[config.mk]
export PLATFORM = sky130hd
export DESIGN_NAME = shift_deserializer
export DESIGN_NICKNAME = d
export VERILOG_FILES = /design/src/rtl/shift_deserializer.sv
export SDC_FILE = /design/constraint.sdc
export NUM_CORES = 1
export LEC_CHECK = 0
export CORE_UTILIZATION = 54
export DETAILED_ROUTE_END_ITERATION = 7
export PLACE_DENSITY_LB_ADDON = 0.05
export SLEW_MARGIN = 40
export SYNTH_ARGS = -nofsm -noshare
export SYNTH_HDL_FRONTEND = slang
export SYNTH_SLANG_ARGS = --single-unit
[constraint.sdc]
create_clock -name clk -period 4.44 [get_ports clk]
set_clock_uncertainty 0.2 [all_clocks]
set_input_delay 1.332 -clock clk [delete_from_list [all_inputs] [get_ports clk]]
set_output_delay 1.332 -clock clk [all_outputs]
set_load 0.01 [all_outputs]
[src/rtl/shift_deserializer.sv]
// ---------------------------------------------------------------------------
// shift_deserializer
//
// This block is a serial-in, parallel-out receiver for the bit-serial data path.
// A one-cycle `start` strobe marks the first bit of a frame. The frame arrives
// MSB first, one bit per clock. Each complete frame goes into a single-entry
// holding register, which the consumer reads through a valid/ready handshake.
//
// Optional feature, enabled by defining the macro RX_PARITY_EN:
//   Each frame carries one extra bit after the LSB. Data plus this bit must
//   have even parity. A mismatch sets the sticky `parity_err` flag, and the
//   word is still delivered. With the macro undefined, the block has no
//   PARITY state and `parity_err` is tied to 0.
//
// Parameters:
//   DATA_WIDTH  bits per frame (2..16), default 8
//
// Ports:
//   clk         in   system clock, rising edge
//   reset_n     in   asynchronous active-low reset
//   din         in   serial data, MSB first
//   start       in   one-cycle strobe, coincident with the frame MSB
//   data_ready  in   consumer takes data_out when high with data_valid
//   err_clr     in   clears the sticky error flags (a same-cycle set wins)
//   data_out    out  holding register (last delivered word)
//   data_valid  out  data_out holds an unconsumed word
//   busy        out  a frame is in progress (SHIFT / PARITY / COMPLETE)
//   overrun     out  sticky, a completed frame was dropped
//   parity_err  out  sticky, parity mismatch (RX_PARITY_EN only)
// ---------------------------------------------------------------------------
module shift_deserializer #(
    parameter int DATA_WIDTH = 8
) (
    input  logic                  clk,
    input  logic                  reset_n,
    input  logic                  din,
    input  logic                  start,
    input  logic                  data_ready,
    input  logic                  err_clr,
    output logic [DATA_WIDTH-1:0] data_out,
    output logic                  data_valid,
    output logic                  busy,
    output logic                  overrun,
    output logic                  parity_err
);

    localparam int CNT_W = $clog2(DATA_WIDTH + 1);

    // The count before the final data bit is shifted in. Reaching this value
    // in SHIFT means the current cycle samples the LSB.
    localparam logic [CNT_W-1:0] LAST_BIT = CNT_W'(DATA_WIDTH - 1);
    localparam logic [CNT_W-1:0] ONE      = CNT_W'(1);

    typedef enum logic [1:0] {
        S_IDLE     = 2'd0,
        S_SHIFT    = 2'd1,
        S_COMPLETE = 2'd2
`ifdef RX_PARITY_EN
        ,
        S_PARITY   = 2'd3
`endif
    } state_t;

    state_t                r_state;
    logic [DATA_WIDTH-1:0] r_shift;
    logic [CNT_W-1:0]      r_count;
    logic [DATA_WIDTH-1:0] r_data;
    logic                  r_valid;
    logic                  r_busy;
    logic                  r_overrun;
`ifdef RX_PARITY_EN
    logic                  r_parity_err;
`endif

    // Shift register contents after this cycle's bit is shifted in.
    logic [DATA_WIDTH-1:0] w_shift_next;
    // A new frame always starts from a clean register holding only the MSB.
    logic [DATA_WIDTH-1:0] w_shift_first;
    // Delivery is possible when the holding register is empty or is being
    // drained in this same cycle.
    logic                  w_can_load;

    assign w_shift_next  = {r_shift[DATA_WIDTH-2:0], din};
    assign w_shift_first = {{(DATA_WIDTH-1){1'b0}}, din};
    assign w_can_load    = !r_valid || data_ready;

    always_ff @(posedge clk or negedge reset_n) begin
        if (!reset_n) begin
            r_state   <= S_IDLE;
            r_shift   <= '0;
            r_count   <= '0;
            r_data    <= '0;
            r_valid   <= 1'b0;
            r_busy    <= 1'b0;
            r_overrun <= 1'b0;
`ifdef RX_PARITY_EN
            r_parity_err <= 1'b0;
`endif
        end else begin
            // NOTE: non-blocking assignments are scheduled in order, so a later
            // assignment to the same register in this block overrides an
            // earlier one. The block uses this ordering for two rules: a
            // same-cycle load overrides the handshake clear of r_valid, and an
            // error set overrides err_clr.
            if (r_valid && data_ready) begin
                r_valid <= 1'b0;
            end

            if (err_clr) begin
                r_overrun <= 1'b0;
`ifdef RX_PARITY_EN
                r_parity_err <= 1'b0;
`endif
            end

            // Frame sequencing. A start strobe in any state begins a new frame.
            // In SHIFT or PARITY this silently abandons the partial frame. In
            // COMPLETE it gives back-to-back reception.
            if (start) begin
                r_shift <= w_shift_first;
                r_count <= ONE;
                r_state <= S_SHIFT;
                r_busy  <= 1'b1;
            end else begin
                unique case (r_state)
                    S_IDLE: begin
                        // din is ignored until a frame starts.
                        r_busy <= 1'b0;
                    end

                    S_SHIFT: begin
                        r_shift <= w_shift_next;
                        r_count <= r_count + ONE;
                        if (r_count == LAST_BIT) begin
`ifdef RX_PARITY_EN
                            r_state <= S_PARITY;
`else
                            r_state <= S_COMPLETE;
`endif
                        end
                    end

`ifdef RX_PARITY_EN
                    S_PARITY: begin
                        // Even parity over data plus parity bit: any odd total
                        // is a mismatch.
                        if (^{r_shift, din}) begin
                            r_parity_err <= 1'b1;
                        end
                        r_state <= S_COMPLETE;
                    end
`endif

                    S_COMPLETE: begin
                        r_state <= S_IDLE;
                        r_busy  <= 1'b0;
                    end

                    default: begin
                        r_state <= S_IDLE;
                        r_busy  <= 1'b0;
                    end
                endcase
            end

            // Delivery of the assembled word. This is independent of whether
            // a new frame starts in the same cycle.
            if (r_state == S_COMPLETE) begin
                if (w_can_load) begin
                    r_data  <= r_shift;
                    r_valid <= 1'b1;
                end else begin
                    r_overrun <= 1'b1;
                end
            end
        end
    end

    assign data_out   = r_data;
    assign data_valid = r_valid;
    assign busy       = r_busy;
    assign overrun    = r_overrun;
`ifdef RX_PARITY_EN
    assign parity_err = r_parity_err;
`else
    assign parity_err = 1'b0;
`endif

endmodule

Word level (Yosys, flattened, before mapping)
Cells that the tools add are included.
W data, S select, Z words.

operators by class
  muxes and demuxes = 15
  equality and inequality tests = 6
  add/subtract/negate cells = 1
  reductions and logical operators = 7

operator list
  kind                   count
  $mux W8                2
  $mux W1                8
  $mux W4                2
  $add A4 B1 Y4 const B  1
  $eq A4 B3 Y1 const B   1
  $mux W2                2
  $ne A2 B2 Y1 const B   2
  $pmux W2 S2            1
  $reduce_and A2 Y1      2
  $ne A3 B3 Y1 const B   1
  $eq A2 B1 Y1 const B   1
  $eq A2 B2 Y1 const B   1
  $logic_not A2 Y1       1
  $reduce_bool A2 Y1     1
  $logic_and A1 B1 Y1    1
  $logic_not A1 Y1       1
  $logic_or A1 B1 Y1     1

word-level totals
  register bits after elaboration = 25
  output and inout bits = 12
  bits of input ports = 6
  logic and storage cells = 36

Logic depth before layout (Yosys ltp)
  depth after elaboration = 4
  depth in mapped cells = 4

Worst setup path before layout
No wires, ideal clock.

  path kind = input to register
  start = input data_ready
  end = register r_data[0] (netlist: data_out[0])
  required time = 4,115 ps
  slack = 2,085 ps
  path buffers = 1
  stages = 4
  arrival = 2,030 ps
  cells stage by stage = nand2b_1 > nand2b_4 > buf_6 > mux2_4

between the ends
  word-level cells in the longest chain between the ends = 2

RTL lines
  what                                line  text
  from (decl)                         38    input logic data_ready,
  $logic_or A1 B1 Y1                  85    assign w_can_load = !r_valid || data_ready;
  $reduce_and A2 Y1 (no source line)  --
  to (signal assigned)                170   r_data <= r_shift;
  to (decl)                           67    logic [DATA_WIDTH-1:0] r_data;

No other way between the ends.
A chain may end at the register's enable or synchronous reset.

Worst setup path after layout
  start = register r_data[1] (netlist: data_out[1])
  end = output data_out[1]

RTL lines
  what       line  text
  to (decl)  40    output logic [DATA_WIDTH-1:0] data_out,

No word-level cell between the ends.

==> impl_metrics.yaml <==
status:
  status: "finished clean"
critical_path:
  crit_required_ns: 2.91
  critPathArrivalTime_ns: 1.22
  critical_path_class: "register to output port"
  reg2reg_to: "r_count[3]"
  slowest_stage: "clkdlybuf4s50_1"
  r2r_setup_slack_ns: 2.77
  startpoint_type: "register"
  crit_path_end_kind: "output port"
  timing.rr.start: "r_state[1]"
  r2r_cells: 3
  crit_path_cell_trace: "clkdlybuf4s50_1"
  path_max_fanout: 2
  crit_family: "buffers and inverters"
  cpPeakStageDelay_ns: 0.54
  path_buf_inv: 1
placed_design:
  place_area_um2: 1210
  hpwl_mm: 1.14
  dpl.cell_count: 123
  port_buffers: 16
  place.gp.congestion: 0.671
clock_network:
  cts.clk_slew.worst_paths_ns: 0.12
  cts_made_buffers: 3
  root_buffer: "clkbuf_4"
  cts_resized: 0
  cts_max_level: 1
  clock_latency_ns: 0.30
  postCtsSetupBuffers: 0
  cts_num_sinks: 25
  cts_hold_buf: 0
  cts_tree: "built"
  cts_buffer_depth: 2
global_routing:
  use_met2_pct: 28.7
  grt_pass1_vias: 593
  top_usage_layer: "met2"
  antenna_found_initial: 0
  grt.total_usage_pct: 18.7
  grt_start_max_net_pins: 26
  grt_pass1_wl_mm: 2.69
  met1_usage_pct: 25.5
  use_met3_pct: 3.53
  grt-ovfl-total: 0
worst_hold_path:
  hp-class: "register to register"
  whs_endpoint: "busy"
  hold_path_depth: 1
  hold_start: "busy"
power_and_ir_drop:
  power_density_nw_per_um2: 376
  ir_worst_vdd_mv: 0.332
  leakagePower_nw: 0.587
final_layout:
  final_area_um2: 1240
  final_cell_mix: "25 x dfrtp_1, 17 x nand2_1, 15 x clkdlybuf4s50_1"
  diodes: 0
  mostFrequentLayoutCell: "dfrtp_1"
  fin_cells: 127
  syn_to_final_growth_pct: 17.3
  nets: 110
  drive_gt1_share_pct: 15.7
floorplanning:
  die_area_um2: 2130
  io_pins: 18
  fp.dieW_um: 46.2
  row_count: 15
  die_y_um: 46.2
  initial_core_util_pct: 59.1
  core_area_um2: 1780
timing:
  fin_crit_ns: 2.75
  grt_setup_unrepaired: "false"
  worst_slew_pin_slew_ns: 0.541
  fmax_mhz: 363
  hold_ws_ns: 0.315
  report.final.slew_viol_count: 0
  hold_viol: 0
  fin_crit_sh_pct: 62.0
  tns_ns: 0
  setup_violations: 0
  maxSlewHeadroom_pct: 63.9
yosys:
  yosysWarnings: 0
  synthTopCellsByArea: "dfrtp_1 59%, mux2_4 11%, nand2_1 6.1%"
  synthDistinctLibCells: 25
  synth_fp_nets: 94
  synth_top_cell_by_area: "dfrtp_1"
  synth_area_per_cell_um2: 12.1
  ys_seq_area_share_pct: 59.4
  synth-seq-cells: 25
  synth_area_um2: 1050
  synthCells: 87
  synth_top_area_share_pct: 59.4
flow_run:
  maxCapViolations: 0
drt:
  routedWlPerCell_um: 12.6
  drtIter0Drc: 14
  drt_first_pass_iters: 4
  avgViaCountPerCell: 5.04
  vias: 640
  drcViolationCount: 0
  drt_wl_total_mm: 1.61
  antenna_left: 0
## sequential cells by signal, summed over array words and instances (netlist names)
register and count:
data_out 8, r_shift 8, r_count 4, r_state 2, busy 1, data_valid 1
overrun 1
## logic make-up after synthesis
kind of cell	count (synthesis)	share of synthesized area, %
adder cells (fa/ha/maj)	1	1.19
multiplexers	9	12.5
AO/OA/AOI/OAI	13	6.77
AND/OR/NAND/NOR	30	14.7
flip-flops	25	59.4
other	1	0.356
XOR/XNOR	2	1.66
buffers and inverters	6	3.44
## worst max path at each step
stage	cells past startpoint	from	slack (ns)	endpoint
floorplan	4	data_ready	2.09	data_out[0]
global placement	1	reset_n	1.58	data_out[4]
detailed placement	3	start	1.56	r_shift[0]
CTS	1	data_out[0]	1.67	data_out[0]
global route	1	data_valid	1.62	data_valid
finish	1	data_out[1]	1.69	data_out[1]
## layer usage
metal / vias to the layer above / part of all wire, %
met5: - / 0
li1: 316 / -
met4: 0 / 0.75
met3: 2 / 2.9
met1: 308 / 49
met2: 14 / 47
## through the flow
step	setup WS (ns)	util (%)	total power, W
2_1_floorplan	2.09	-	0.000343
3_3_place_gp	1.58	68.0	0.000372
3_5_place_dp	1.56	67.7	0.000374
4_1_cts	1.67	69.2	0.000470
5_1_grt	1.62	69.3	0.000494
6_report	1.69	69.3	0.000465
## synth_stat cells (all sizes together)
cell type / number
buf: 4
a21o: 2
nand3b: 2
conb: 1
nor2b: 1
mux2: 9
a21oi: 9
or3: 1
o22ai: 1
nand2b: 5
nand3: 1
nand2: 17
nor2: 2
o21ai: 1
inv: 1
xnor2: 1
xor2: 1
nor3: 1
dfrtp: 25
clkbuf: 1
ha: 1
## power breakdown
part           leakage [nW]  switching (W)  total [W]  internal [W]
Combinational         0.244      0.0000485  0.0000946     0.0000461
Clock                0.0150      0.0000606  0.0000956     0.0000350
Sequential            0.328      0.0000211   0.000275      0.000254
Total                 0.587       0.000130   0.000465      0.000335
## area by class of cell
cell class / count / area (um2)
flip-flops and latches: 25 / 626
fillers: 153 / 547
inverters: 1 / 3.75
well taps: 25 / 31.3
clock buffers: 4 / 26.3
multi-input cells: 56 / 394
repair buffers: 16 / 155
Power figures use the tool's default switching activity.
